## config.mk

```make
export PLATFORM = sky130hd
export DESIGN_NAME = fpu_share_arbiter_flat
export DESIGN_NICKNAME = d
export VERILOG_FILES = /design/src/rtl/fpu_share_arbiter_pkg.sv /design/src/rtl/fpu_share_arbiter_if.sv /design/src/rtl/fpu_share_arbiter_picker.sv /design/src/rtl/fpu_share_arbiter.sv /design/src/flat_wrapper.sv
export SDC_FILE = /design/constraint.sdc
export NUM_CORES = 1
export LEC_CHECK = 0
export CAP_MARGIN = 20
export CORE_AREA = 2 2 314 316
export CTS_BUF_LIST = sky130_fd_sc_hd__clkbuf_8
export DETAILED_ROUTE_END_ITERATION = 16
export DIE_AREA = 0 0 316 318
export GPL_TIMING_DRIVEN = 1
export SLEW_MARGIN = 15
export SYNTH_ARGS = -nofsm -noshare
export SYNTH_HDL_FRONTEND = slang
export SYNTH_SLANG_ARGS = --single-unit
```

## constraint.sdc

```tcl
create_clock -name clk_operation -period 4.54 [get_ports clk_operation]
set_input_delay 0.908 -clock clk_operation [delete_from_list [all_inputs] [get_ports clk_operation]]
set_output_delay 0.908 -clock clk_operation [all_outputs]
set_load 0.02 [all_outputs]
```

## src/rtl/fpu_share_arbiter_pkg.sv

```systemverilog
// Shared FPU opcodes, rounding mode, quiet-NaN constant and the arbiter state encoding.
// Imported by every file of the shared-FPU arbiter.
package fpu_pkg;

   localparam logic [2:0]  FPU_ADD       = 3'b000;
   localparam logic [2:0]  FPU_SUB       = 3'b001;
   localparam logic [2:0]  FPU_MUL       = 3'b010;
   localparam logic [2:0]  FPU_DIV       = 3'b011;

   localparam logic [1:0]  RMODE_NEAREST = 2'b00;

   localparam logic [63:0] FP64_QNAN     = 64'h7FF8000000000000;

   typedef enum logic [1:0] {
      IDLE  = 2'd0,
      ISSUE = 2'd1,
      WAIT  = 2'd2
   } state_t;

endpackage

```

## src/rtl/fpu_share_arbiter_if.sv

```systemverilog
// Requester-side bundle of the shared-FPU arbiter: request levels, packed operands, grant/done and result.
// The arbiter takes the slave modport; the requester side takes master.
interface fpu_share_arbiter_if #(
   parameter int N_REQ = 4
);
   logic [N_REQ-1:0]    req;
   logic [3*N_REQ-1:0]  req_op;
   logic [64*N_REQ-1:0] req_opa;
   logic [64*N_REQ-1:0] req_opb;
   logic [N_REQ-1:0]    gnt;
   logic [N_REQ-1:0]    done;
   logic [63:0]         result;
   logic                busy;

   modport master (
      output req, req_op, req_opa, req_opb,
      input  gnt, done, result, busy
   );

   modport slave (
      input  req, req_op, req_opa, req_opb,
      output gnt, done, result, busy
   );
endinterface

```

## src/rtl/fpu_share_arbiter_picker.sv

```systemverilog
// Combinational round-robin select: first set req bit at or above rr_ptr, wrapping to 0.
// Zero latency; any is low and gnt_next is zero when no request is pending.
module rr_picker #(
   parameter  int N_REQ = 4,
   localparam int IW    = $clog2(N_REQ)
) (
   input  logic [N_REQ-1:0] req,
   input  logic [IW-1:0]    rr_ptr,
   output logic [N_REQ-1:0] gnt_next,
   output logic [IW-1:0]    index,
   output logic             any
);

   int pos;

   always_comb begin
      gnt_next = '0;
      index    = '0;
      any      = 1'b0;
      pos      = 0;
      for (int k = 0; k < N_REQ; k++) begin
         pos = int'(rr_ptr) + k;
         if (pos >= N_REQ) pos = pos - N_REQ;
         if (!any && req[pos]) begin
            any           = 1'b1;
            index         = IW'(pos);
            gnt_next[pos] = 1'b1;
         end
      end
   end

endmodule

```

## src/rtl/fpu_share_arbiter.sv

```systemverilog
// Shares one FPU among N_REQ requesters: round-robin grant, operand latch, one-cycle enable, result steering.
// Issue-to-done is FPU latency + 2; requesters hold req until done. `define FPU_TIMEOUT_EN adds a watchdog.
module fpu_share_arbiter
   import fpu_pkg::*;
#(
   parameter int         N_REQ       = 4,
   parameter logic [1:0] RMODE       = RMODE_NEAREST,
   parameter int         TIMEOUT_CYC = 255
) (
   input  logic                clk_operation,
   input  logic                rst,
   fpu_share_arbiter_if.slave  rq,
   output logic                fpu_enable,
   output logic [2:0]          fpu_op,
   output logic [1:0]          fpu_rmode,
   output logic [63:0]         fpu_opa,
   output logic [63:0]         fpu_opb,
   input  logic [63:0]         fpu_out,
   input  logic                fpu_ready,
   output logic                timeout_err
);

   localparam int IW = $clog2(N_REQ);

   state_t           state, state_next;
   logic [IW-1:0]    rr_ptr;
   logic [IW-1:0]    gnt_idx;
   logic [IW-1:0]    pick_idx;
   logic [N_REQ-1:0] pick_oh;
   logic             pick_any;
   logic             ready_q;
   logic             complete;
   logic             expire;

   rr_picker #(.N_REQ(N_REQ)) u_picker (
      .req      (rq.req),
      .rr_ptr   (rr_ptr),
      .gnt_next (pick_oh),
      .index    (pick_idx),
      .any      (pick_any)
   );

   // Only a rising edge of ready counts as completion.
   assign complete  = (state == WAIT) && fpu_ready && !ready_q;
   assign fpu_rmode = RMODE;

`ifdef FPU_TIMEOUT_EN
   localparam int CW = $clog2(TIMEOUT_CYC + 1);
   logic [CW-1:0] tmo_cnt;

   always_ff @(posedge clk_operation) begin
      if (rst)                 tmo_cnt <= '0;
      else if (state == ISSUE) tmo_cnt <= '0;
      else if (state == WAIT)  tmo_cnt <= tmo_cnt + 1'b1;
   end

   // Fires on the edge where the WAIT count would reach TIMEOUT_CYC.
   assign expire = (state == WAIT) && !complete && (tmo_cnt == CW'(TIMEOUT_CYC - 1));

   always_ff @(posedge clk_operation) begin
      if (rst)         timeout_err <= 1'b0;
      else if (expire) timeout_err <= 1'b1;
   end
`else
   assign expire      = 1'b0;
   assign timeout_err = 1'b0 && (TIMEOUT_CYC != 0);
`endif

   always_ff @(posedge clk_operation) begin
      if (rst) state <= IDLE;
      else     state <= state_next;
   end

   always_comb begin
      state_next = state;
      case (state)
         IDLE:    if (pick_any) state_next = ISSUE;
         ISSUE:   state_next = WAIT;
         WAIT:    if (complete || expire) state_next = IDLE;
         default: state_next = IDLE;
      endcase
   end

   always_comb begin
      fpu_enable = 1'b0;
      rq.busy    = 1'b0;
      if (state == ISSUE) fpu_enable = 1'b1;
      if (state != IDLE)  rq.busy    = 1'b1;
   end

   always_ff @(posedge clk_operation) begin
      if (rst) begin
         rr_ptr    <= '0;
         gnt_idx   <= '0;
         rq.gnt    <= '0;
         rq.done   <= '0;
         rq.result <= '0;
         fpu_op    <= '0;
         fpu_opa   <= '0;
         fpu_opb   <= '0;
         ready_q   <= 1'b0;
      end else begin
         rq.done <= '0;
         ready_q <= (state == ISSUE) ? 1'b0 : fpu_ready;
         case (state)
            IDLE: begin
               if (pick_any) begin
                  rq.gnt  <= pick_oh;
                  gnt_idx <= pick_idx;
                  fpu_op  <= rq.req_op[3*int'(pick_idx) +: 3];
                  fpu_opa <= rq.req_opa[64*int'(pick_idx) +: 64];
                  fpu_opb <= rq.req_opb[64*int'(pick_idx) +: 64];
               end
            end
            WAIT: begin
               if (complete || expire) begin
                  rq.result <= complete ? fpu_out : FP64_QNAN;
                  rq.done   <= rq.gnt;
                  rq.gnt    <= '0;
                  rr_ptr    <= (gnt_idx == IW'(N_REQ - 1)) ? '0 : gnt_idx + 1'b1;
               end
            end
            default: ;
         endcase
      end
   end

endmodule
```

## src/flat_wrapper.sv

```systemverilog
// flat-port wrapper written by rule: the top's interface ports become plain ports
module fpu_share_arbiter_flat import fpu_pkg::*;
#(
   parameter int         N_REQ       = 4,
   parameter logic [1:0] RMODE       = RMODE_NEAREST,
   parameter int         TIMEOUT_CYC = 255
)
  (clk_operation, rst, fpu_enable, fpu_op, fpu_rmode, fpu_opa, fpu_opb, fpu_out, fpu_ready, timeout_err, rq_req, rq_req_op, rq_req_opa, rq_req_opb, rq_gnt, rq_done, rq_result, rq_busy);
  fpu_share_arbiter_if #(.N_REQ(N_REQ)) rq_i ();
  input  logic clk_operation;
  input  logic rst;
  output logic fpu_enable;
  output logic [2:0] fpu_op;
  output logic [1:0] fpu_rmode;
  output logic [63:0] fpu_opa;
  output logic [63:0] fpu_opb;
  input  logic [63:0] fpu_out;
  input  logic fpu_ready;
  output logic timeout_err;
  input wire logic [$bits(rq_i.req)-1:0] rq_req;
  input wire logic [$bits(rq_i.req_op)-1:0] rq_req_op;
  input wire logic [$bits(rq_i.req_opa)-1:0] rq_req_opa;
  input wire logic [$bits(rq_i.req_opb)-1:0] rq_req_opb;
  output wire logic [$bits(rq_i.gnt)-1:0] rq_gnt;
  output wire logic [$bits(rq_i.done)-1:0] rq_done;
  output wire logic [$bits(rq_i.result)-1:0] rq_result;
  output wire logic [$bits(rq_i.busy)-1:0] rq_busy;
  assign rq_i.req = rq_req;
  assign rq_i.req_op = rq_req_op;
  assign rq_i.req_opa = rq_req_opa;
  assign rq_i.req_opb = rq_req_opb;
  assign rq_gnt = rq_i.gnt;
  assign rq_done = rq_i.done;
  assign rq_result = rq_i.result;
  assign rq_busy = rq_i.busy;
  fpu_share_arbiter #(.N_REQ(N_REQ), .RMODE(RMODE), .TIMEOUT_CYC(TIMEOUT_CYC)) u_core (.clk_operation(clk_operation), .rst(rst), .rq(rq_i), .fpu_enable(fpu_enable), .fpu_op(fpu_op), .fpu_rmode(fpu_rmode), .fpu_opa(fpu_opa), .fpu_opb(fpu_opb), .fpu_out(fpu_out), .fpu_ready(fpu_ready), .timeout_err(timeout_err));
endmodule
```

==> results of run 1 <==
-- final cells by class --
cell class / instances / share of cell area (%)
inverters: 4 / 0.06917
diodes: 2 / 0.02306
clock inverters: 32 / 0.9165
multi-input cells: 873 / 29.54
repair buffers: 850 / 39.31
well taps: 1287 / 7.419
flip-flops and latches: 210 / 19.37
clock buffers: 53 / 3.361
-- cells by family (layout without fill, tap and decap cells) --
group           count (synthesis)  count (layout)  synth area share [%]
flops                         210             210                 37.25
mux                           208             208                 18.78
fa+ha+maj                       6               6                0.6652
simple gates                  369             369                 14.31
other cells                     1               5               0.03323
buf+inv                       132             939                 6.441
compound gates                287             287                 22.52
-- flip-flops by register name, indices dropped and copies added (netlist names) --
register,flops
u_core.fpu_op,3
u_core.gnt_idx,2
u_core.rq.gnt,4
u_core.state,2
u_core.fpu_opb,64
u_core.ready_q,1
u_core.rq.done,4
u_core.rr_ptr,2
u_core.fpu_opa,64
u_core.rq.result,64
-- metrics by stage --
stage / setup slack [ps] / total power [mW]
final: 683.2 / 7.090
after global routing: 363.5 / 7.503
after CTS: 471.5 / 7.280
after floorplan: 1040 / 3.496
after global placement: 143.1 / 4.952
after detailed placement: 82.45 / 4.962
-- per-layer routing --
| layer | vias up | track usage [%] | wire length [microns] |
|---|---|---|---|
| met5 | - | 0 | 136 |
| met3 | 119 | 6.619 | 8521 |
| met2 | 591 | 19.96 | 29870 |
| li1 | 6103 | - | - |
| met4 | 20 | 4.613 | 2114 |
| met1 | 6034 | 13.53 | 25020 |
-- cell usage in the layout (no fill, tap or decap), drive strengths merged, types with 7 or more instances in the layout --
cell type      instances
nand2                212
buf                   52
a2111oi              114
a21oi                 74
nor3                   7
clkdlybuf4s50        798
o221ai                75
clkbuf                53
inv                   28
dfxtp                210
nor2                  72
mux2i                205
and3                  58
-- power by group --
| group | switching [mW] | internal (mW) | total [mW] | leakage, nW |
|---|---|---|---|---|
| Sequential | 0.147 | 2.08 | 2.22 | 1.73 |
| Clock | 1.02 | 1.18 | 2.20 | 0.559 |
| Combinational | 1.33 | 1.33 | 2.67 | 6.12 |
| Total | 2.50 | 4.59 | 7.09 | 8.40 |
-- how the worst max path moves through the flow --
stage          depth (start not counted)                  to        startpoint
3_5_place_dp                           8  u_core.fpu_opb[35]         rq_req[0]
5_1_grt                                9  u_core.fpu_opb[35]  u_core.rr_ptr[1]
6_report                               9  u_core.fpu_opb[35]  u_core.rr_ptr[1]
2_1_floorplan                         14  u_core.fpu_opb[18]  u_core.rr_ptr[0]
4_1_cts                                9  u_core.fpu_opb[35]  u_core.rr_ptr[1]
3_3_place_gp                           8  u_core.fpu_opb[35]         rq_req[0]
-- critical path: cells and delay by family (launching register included) --
| kind | cells | cell delay, ps |
|---|---|---|
| compound gates | 1 | 160 |
| fa+ha+maj | 1 | 450 |
| buf+inv | 2 | 470 |
| flops | 1 | 500 |
| mux | 2 | 1120 |
| simple gates | 3 | 910 |
==> impl_metrics.json, run 1 <==
{
  "globalplace.congestion": 0.8434,
  "regToRegStartpoint": "u_core.rr_ptr[1]",
  "setup_tns_ps": 0,
  "stdcell_count": 3311,
  "ys_ff_latch": 210,
  "register_area_sq_mm": 0.004204,
  "critPathLaunchType": "flip-flop",
  "cts_resized": 0,
  "clock.fmax_ghz": 0.2593,
  "synth_async_sr_flop_share_pct": 0,
  "peakVddDrop_uv": 192.9,
  "post-route-min-period_ps": 3857,
  "cap_violations": 0,
  "finalWirelength_microns": 65660,
  "port_buffers": 799,
  "end_kind": "flip-flop",
  "boundaryPins": 803,
  "power_density_mw_per_mm2": 326.6,
  "grt_pass1_wl_microns": 90630,
  "drive_above_1_share_pct": 9.199,
  "die_area_sq_mm": 0.1005,
  "worst_r2r_endpoint": "u_core.fpu_opb[35]",
  "synthDistinctLibCells": 42,
  "p_leak_nw": 8.403,
  "crit_fanout": 63,
  "wl_per_cell_microns": 19.83,
  "first_pass_iters": 4,
  "worstHoldPathCells": 2,
  "status": "finished, final reports clean",
  "syn_area_per_cell_sq_um": 9.304,
  "core_sq_mm": 0.09741,
  "synth_top_cell_by_area": "dfxtp_1",
  "finalMaxSlewViolations": 0,
  "synth_edf_count": 0,
  "r2r_slack_ps": 680,
  "syn_inst": 1213,
  "routed_via_density": 3.886,
  "slew_headroom_pct": 43.67,
  "antenna_left": 0,
  "antenna_found_initial": 16,
  "fin_util_pct": 22.28,
  "htree_levels": 2,
  "grt_pass1_vias": 13053,
  "slowest_stage": "mux4_2",
  "start_util_pct": 11.59,
  "netlist_top_cells_count": "211 x nand2_1, 210 x dfxtp_1, 205 x mux2i_1",
  "ys_warn_count": 0,
  "ys_seq_area_share_pct": 37.25,
  "worstHoldStart": "u_core.rq.result[33]",
  "ctsRootBufferMaster": "clkbuf_8",
  "cts.sinks": 210,
  "grt.total_usage_pct": 12.34,
  "fin_skew_ps": 25.93,
  "drc_errors": 0,
  "cts.clk_slew.worst_paths_ps": 50,
  "tightest_slew_ps": 842.2,
  "grt_max_degree": 82,
  "worstPathArrival_ps": 4370,
  "cts-hold-fix-buffers": 0,
  "finalInstanceArea_sq_mm": 0.02171,
  "postPlaceCellArea_sq_mm": 0.02077,
  "dr_total_vias": 12867,
  "clk_latency_ps": 660,
  "rows": 115,
  "r2r_cells": 9,
  "syn2layout_area_growth_pct": 92.33,
  "rsz0062_at_grt": "false",
  "dp_cells": 3224,
  "cts_tree": "built",
  "holdWs_ps": 452.0,
  "synth.cell_area_sq_mm": 0.01129,
  "crit_chain": "inv_1, ha_1, mux4_2, nor2b_4, or4_4, and2_4, buf_12, mux2i_1, o221ai_1",
  "yosysTopAreaCellShare_pct": 37.25,
  "timing_hold_violations_final": 0,
  "die_x_microns": 316,
  "die-height_microns": 318,
  "hold_class": "flip-flop to flip-flop",
  "worstPathRequired_ps": 5050,
  "ys.flop_type": "dfxtp_1",
  "dp_hpwl_microns": 51060,
  "synth_most_common_cell": "nand2_1",
  "multi_input_area_sq_mm": 0.006411,
  "setup_violations": 0,
  "synthTopCellsByArea": "dfxtp_1 37%, mux2i_1 18%, a2111oi_2 7.1%",
  "clockBufferDepth": 3,
  "nets": 2587,
  "min_to": "u_core.rq.result[33]",
  "drt_iter0_drc": 653,
  "slowest_delay_ps": 630,
  "fin_crit_sh_pct": 84.95,
  "postCtsSetupRepairBufs": 0,
  "num-fill-cells": 10655,
  "cts_inserted_buffers": 47,
  "grt_overflow": 0,
  "critPathKind": "flip-flop to flip-flop"
}
Note: power is estimated with default switching activity, not from simulation.
==> run 2: changes to the inputs <==
--- a/config.mk
+++ b/config.mk
@@ -6,10 +6,10 @@
 export NUM_CORES = 1
 export LEC_CHECK = 0
 export CAP_MARGIN = 20
-export CORE_AREA = 2 2 314 316
+export CORE_AREA = 2 2 309 311
 export CTS_BUF_LIST = sky130_fd_sc_hd__clkbuf_8
 export DETAILED_ROUTE_END_ITERATION = 16
-export DIE_AREA = 0 0 316 318
+export DIE_AREA = 0 0 311 313
 export GPL_TIMING_DRIVEN = 1
 export SLEW_MARGIN = 15
 export SYNTH_ARGS = -nofsm -noshare
==> constraint.sdc (replaced) <==
create_clock -name clk_operation -period 3.22 [get_ports clk_operation]
set_input_delay 0.644 -clock clk_operation [delete_from_list [all_inputs] [get_ports clk_operation]]
set_output_delay 0.644 -clock clk_operation [all_outputs]
set_load 0.02 [all_outputs]
==> run 2 against run 1 <==
Compared with the run above: first-iteration DRC count up 1.7%; sequential power up 41%; maximum frequency up 24%; sequential share of layout area down 0.60 points; setup slack worse by 570 ps; core utilization up 1.5 points; flip-flop and latch count unchanged; final cell count up 1.6%; register-to-register slack worse by 570 ps; critical path depth up 4; wire length down 1.6%; critical endpoint is now u_core.fpu_opb[17].
==> impl_metrics.json, run 2 (same netlist as run 1, synthesis figures left out) <==
{
  "end_kind": "flip-flop",
  "cts_resized": 0,
  "dr_total_vias": 13082,
  "slew_headroom_pct": 47.01,
  "start_util_pct": 11.99,
  "rsz0062_at_grt": "false",
  "antenna_left": 0,
  "grt.total_usage_pct": 12.69,
  "post-route-min-period_ps": 3108,
  "combPwrFrac_pct": 39.5,
  "drc_errors": 0,
  "crit_chain": "inv_1, ha_1, mux4_2, nor2b_4, buf_4, o21ai_4, buf_4, buf_12, buf_12, and3_1, a2111oi_1, buf_4, a2111oi_1",
  "p_leak_nw": 8.798,
  "cts_tree": "built",
  "finalWirelength_microns": 64640,
  "cp_common_cell": "buf_4",
  "first_pass_iters": 5,
  "peakVddDrop_uv": 247.2,
  "finalMaxSlewViolations": 0,
  "fin_crit_sh_pct": 96.51,
  "grt_overflow": 0,
  "slowest_stage": "mux4_2",
  "setup_violations": 0,
  "num-fill-cells": 10297,
  "power_density_mw_per_mm2": 450.0,
  "postCtsSetupRepairBufs": 0,
  "ctsRootBufferMaster": "clkbuf_8",
  "die-height_microns": 313,
  "die_area_sq_mm": 0.09734,
  "globalplace.congestion": 0.8814,
  "clockBufferDepth": 3,
  "p_switching_mw": 3.537,
  "grt_pass1_vias": 13299,
  "port_buffers": 799,
  "seqPwrFrac_pct": 31.2,
  "dp_slack_ps": -434.9,
  "timing_hold_violations_final": 0,
  "setup_slack_ps": 112.2,
  "wl_per_cell_microns": 19.22,
  "critPathKind": "flip-flop to flip-flop",
  "p_int_mw": 6.544,
  "drt_iter0_drc": 664,
  "cts-hold-fix-buffers": 0,
  "r2r_cells": 13,
  "p_sw_share_pct": 35.09,
  "worstPathArrival_ps": 3610,
  "nets": 2662,
  "slowest_delay_ps": 560,
  "dp_hpwl_microns": 51720,
  "routed_via_density": 3.890,
  "htree_levels": 2,
  "boundaryPins": 803,
  "status": "finished, final reports clean",
  "drive_above_1_share_pct": 12.62,
  "cts.sinks": 210,
  "hold_class": "flip-flop to flip-flop",
  "setup_tns_ps": 0,
  "core_sq_mm": 0.09416,
  "grt_max_degree": 79,
  "clock.fmax_ghz": 0.3218,
  "worstHoldPathCells": 2,
  "mostFrequentLayoutCell": "clkdlybuf4s50_1",
  "tightest_slew_ps": 792.4,
  "worstPathRequired_ps": 3720,
  "critPathLaunchType": "flip-flop",
  "clk_latency_ps": 650,
  "fin_skew_ps": 14.02,
  "crit_fanout": 12,
  "clkPwrFrac_pct": 29.3,
  "syn2layout_area_growth_pct": 98.53,
  "die_x_microns": 311,
  "antenna_found_initial": 15,
  "layout.cells.most_common_list": "798 x clkdlybuf4s50_1, 210 x nand2_1, 209 x dfxtp_1, 205 x mux2i_1, 102 x buf_4",
  "cts.clk_slew.worst_paths_ps": 60,
  "largest_registers": "u_core.fpu_opa x64, u_core.fpu_opb x64, u_core.rq.result x64",
  "cap_violations": 0,
  "grt_pass1_wl_microns": 91730,
  "rows": 113,
  "cts_inserted_buffers": 45
}
==> run 2: path summary, 6_finish.rpt <==
check | slack (ps) | startpoint | endpoint
worst min-delay path | 450 | u_core.rq.result[52] | u_core.rq.result[52]
worst min register to register | 450 | u_core.rq.result[52] | u_core.rq.result[52]
worst max-delay path | 110 | u_core.rr_ptr[1] | u_core.fpu_opb[17]
worst max register to register | 110 | u_core.rr_ptr[1] | u_core.fpu_opb[17]
==> run 2: final cells by class <==
| cell class | instances | area [sq um] | area share, % |
|---|---|---|---|
| Sequential cell | 210 | 4205 | 18.77 |
| Tap cell | 1265 | 1583 | 7.064 |
| Clock buffer | 52 | 715.7 | 3.194 |
| Multi-Input combinational cell | 873 | 6415 | 28.63 |
| Clock inverter | 26 | 162.7 | 0.7260 |
| Timing Repair Buffer | 927 | 9294 | 41.48 |
| Antenna cell | 6 | 15.01 | 0.06701 |
| Inverter | 4 | 15.01 | 0.06701 |
==> run 2: worst max-delay path, delay by kind of cell, from the launching register on <==
| kind | cells | cell delay (ps) |
|---|---|---|
| AO/OA/AOI/OAI | 3 | 570 |
| adder cells (fa/ha/maj) | 1 | 320 |
| buffers and inverters | 6 | 860 |
| flip-flops | 1 | 350 |
| multiplexers | 1 | 560 |
| AND/OR/NAND/NOR | 2 | 310 |
==> run 2: per-stage QoR <==
step           cells  instance area (sq um)  hold slack [ps]  total power [mW]  util, %
2_1_floorplan   1215                  11300            472.0             4.930        -
3_3_place_gp    3279                  21510            441.3             7.204    22.84
3_5_place_dp    3279                  21510            446.1             7.216    22.84
4_1_cts         3357                  22390            426.6             10.28    23.77
5_1_grt         3363                  22410            459.8             10.63    23.79
6_report        3363                  22410            451.5             10.08    23.79
==> run 2: routing by layer <==
layer | up-vias | global-route usage (%) | wire length (microns)
met5 | - | 0 | 92
met4 | 14 | 4.348 | 1665
met3 | 108 | 5.895 | 6846
met2 | 555 | 20.37 | 29730
met1 | 6146 | 14.85 | 26310
li1 | 6259 | - | -
==> run 2: power by group through the flow <==
stage	sequential, mW	clock (mW)	combinational, mW
after floorplan	3.52	0	1.41
after global placement	3.19	0	4.02
after detailed placement	3.19	0	4.02
after CTS	3.14	3.10	4.04
after global routing	3.18	3.20	4.25
final	3.14	2.96	3.98
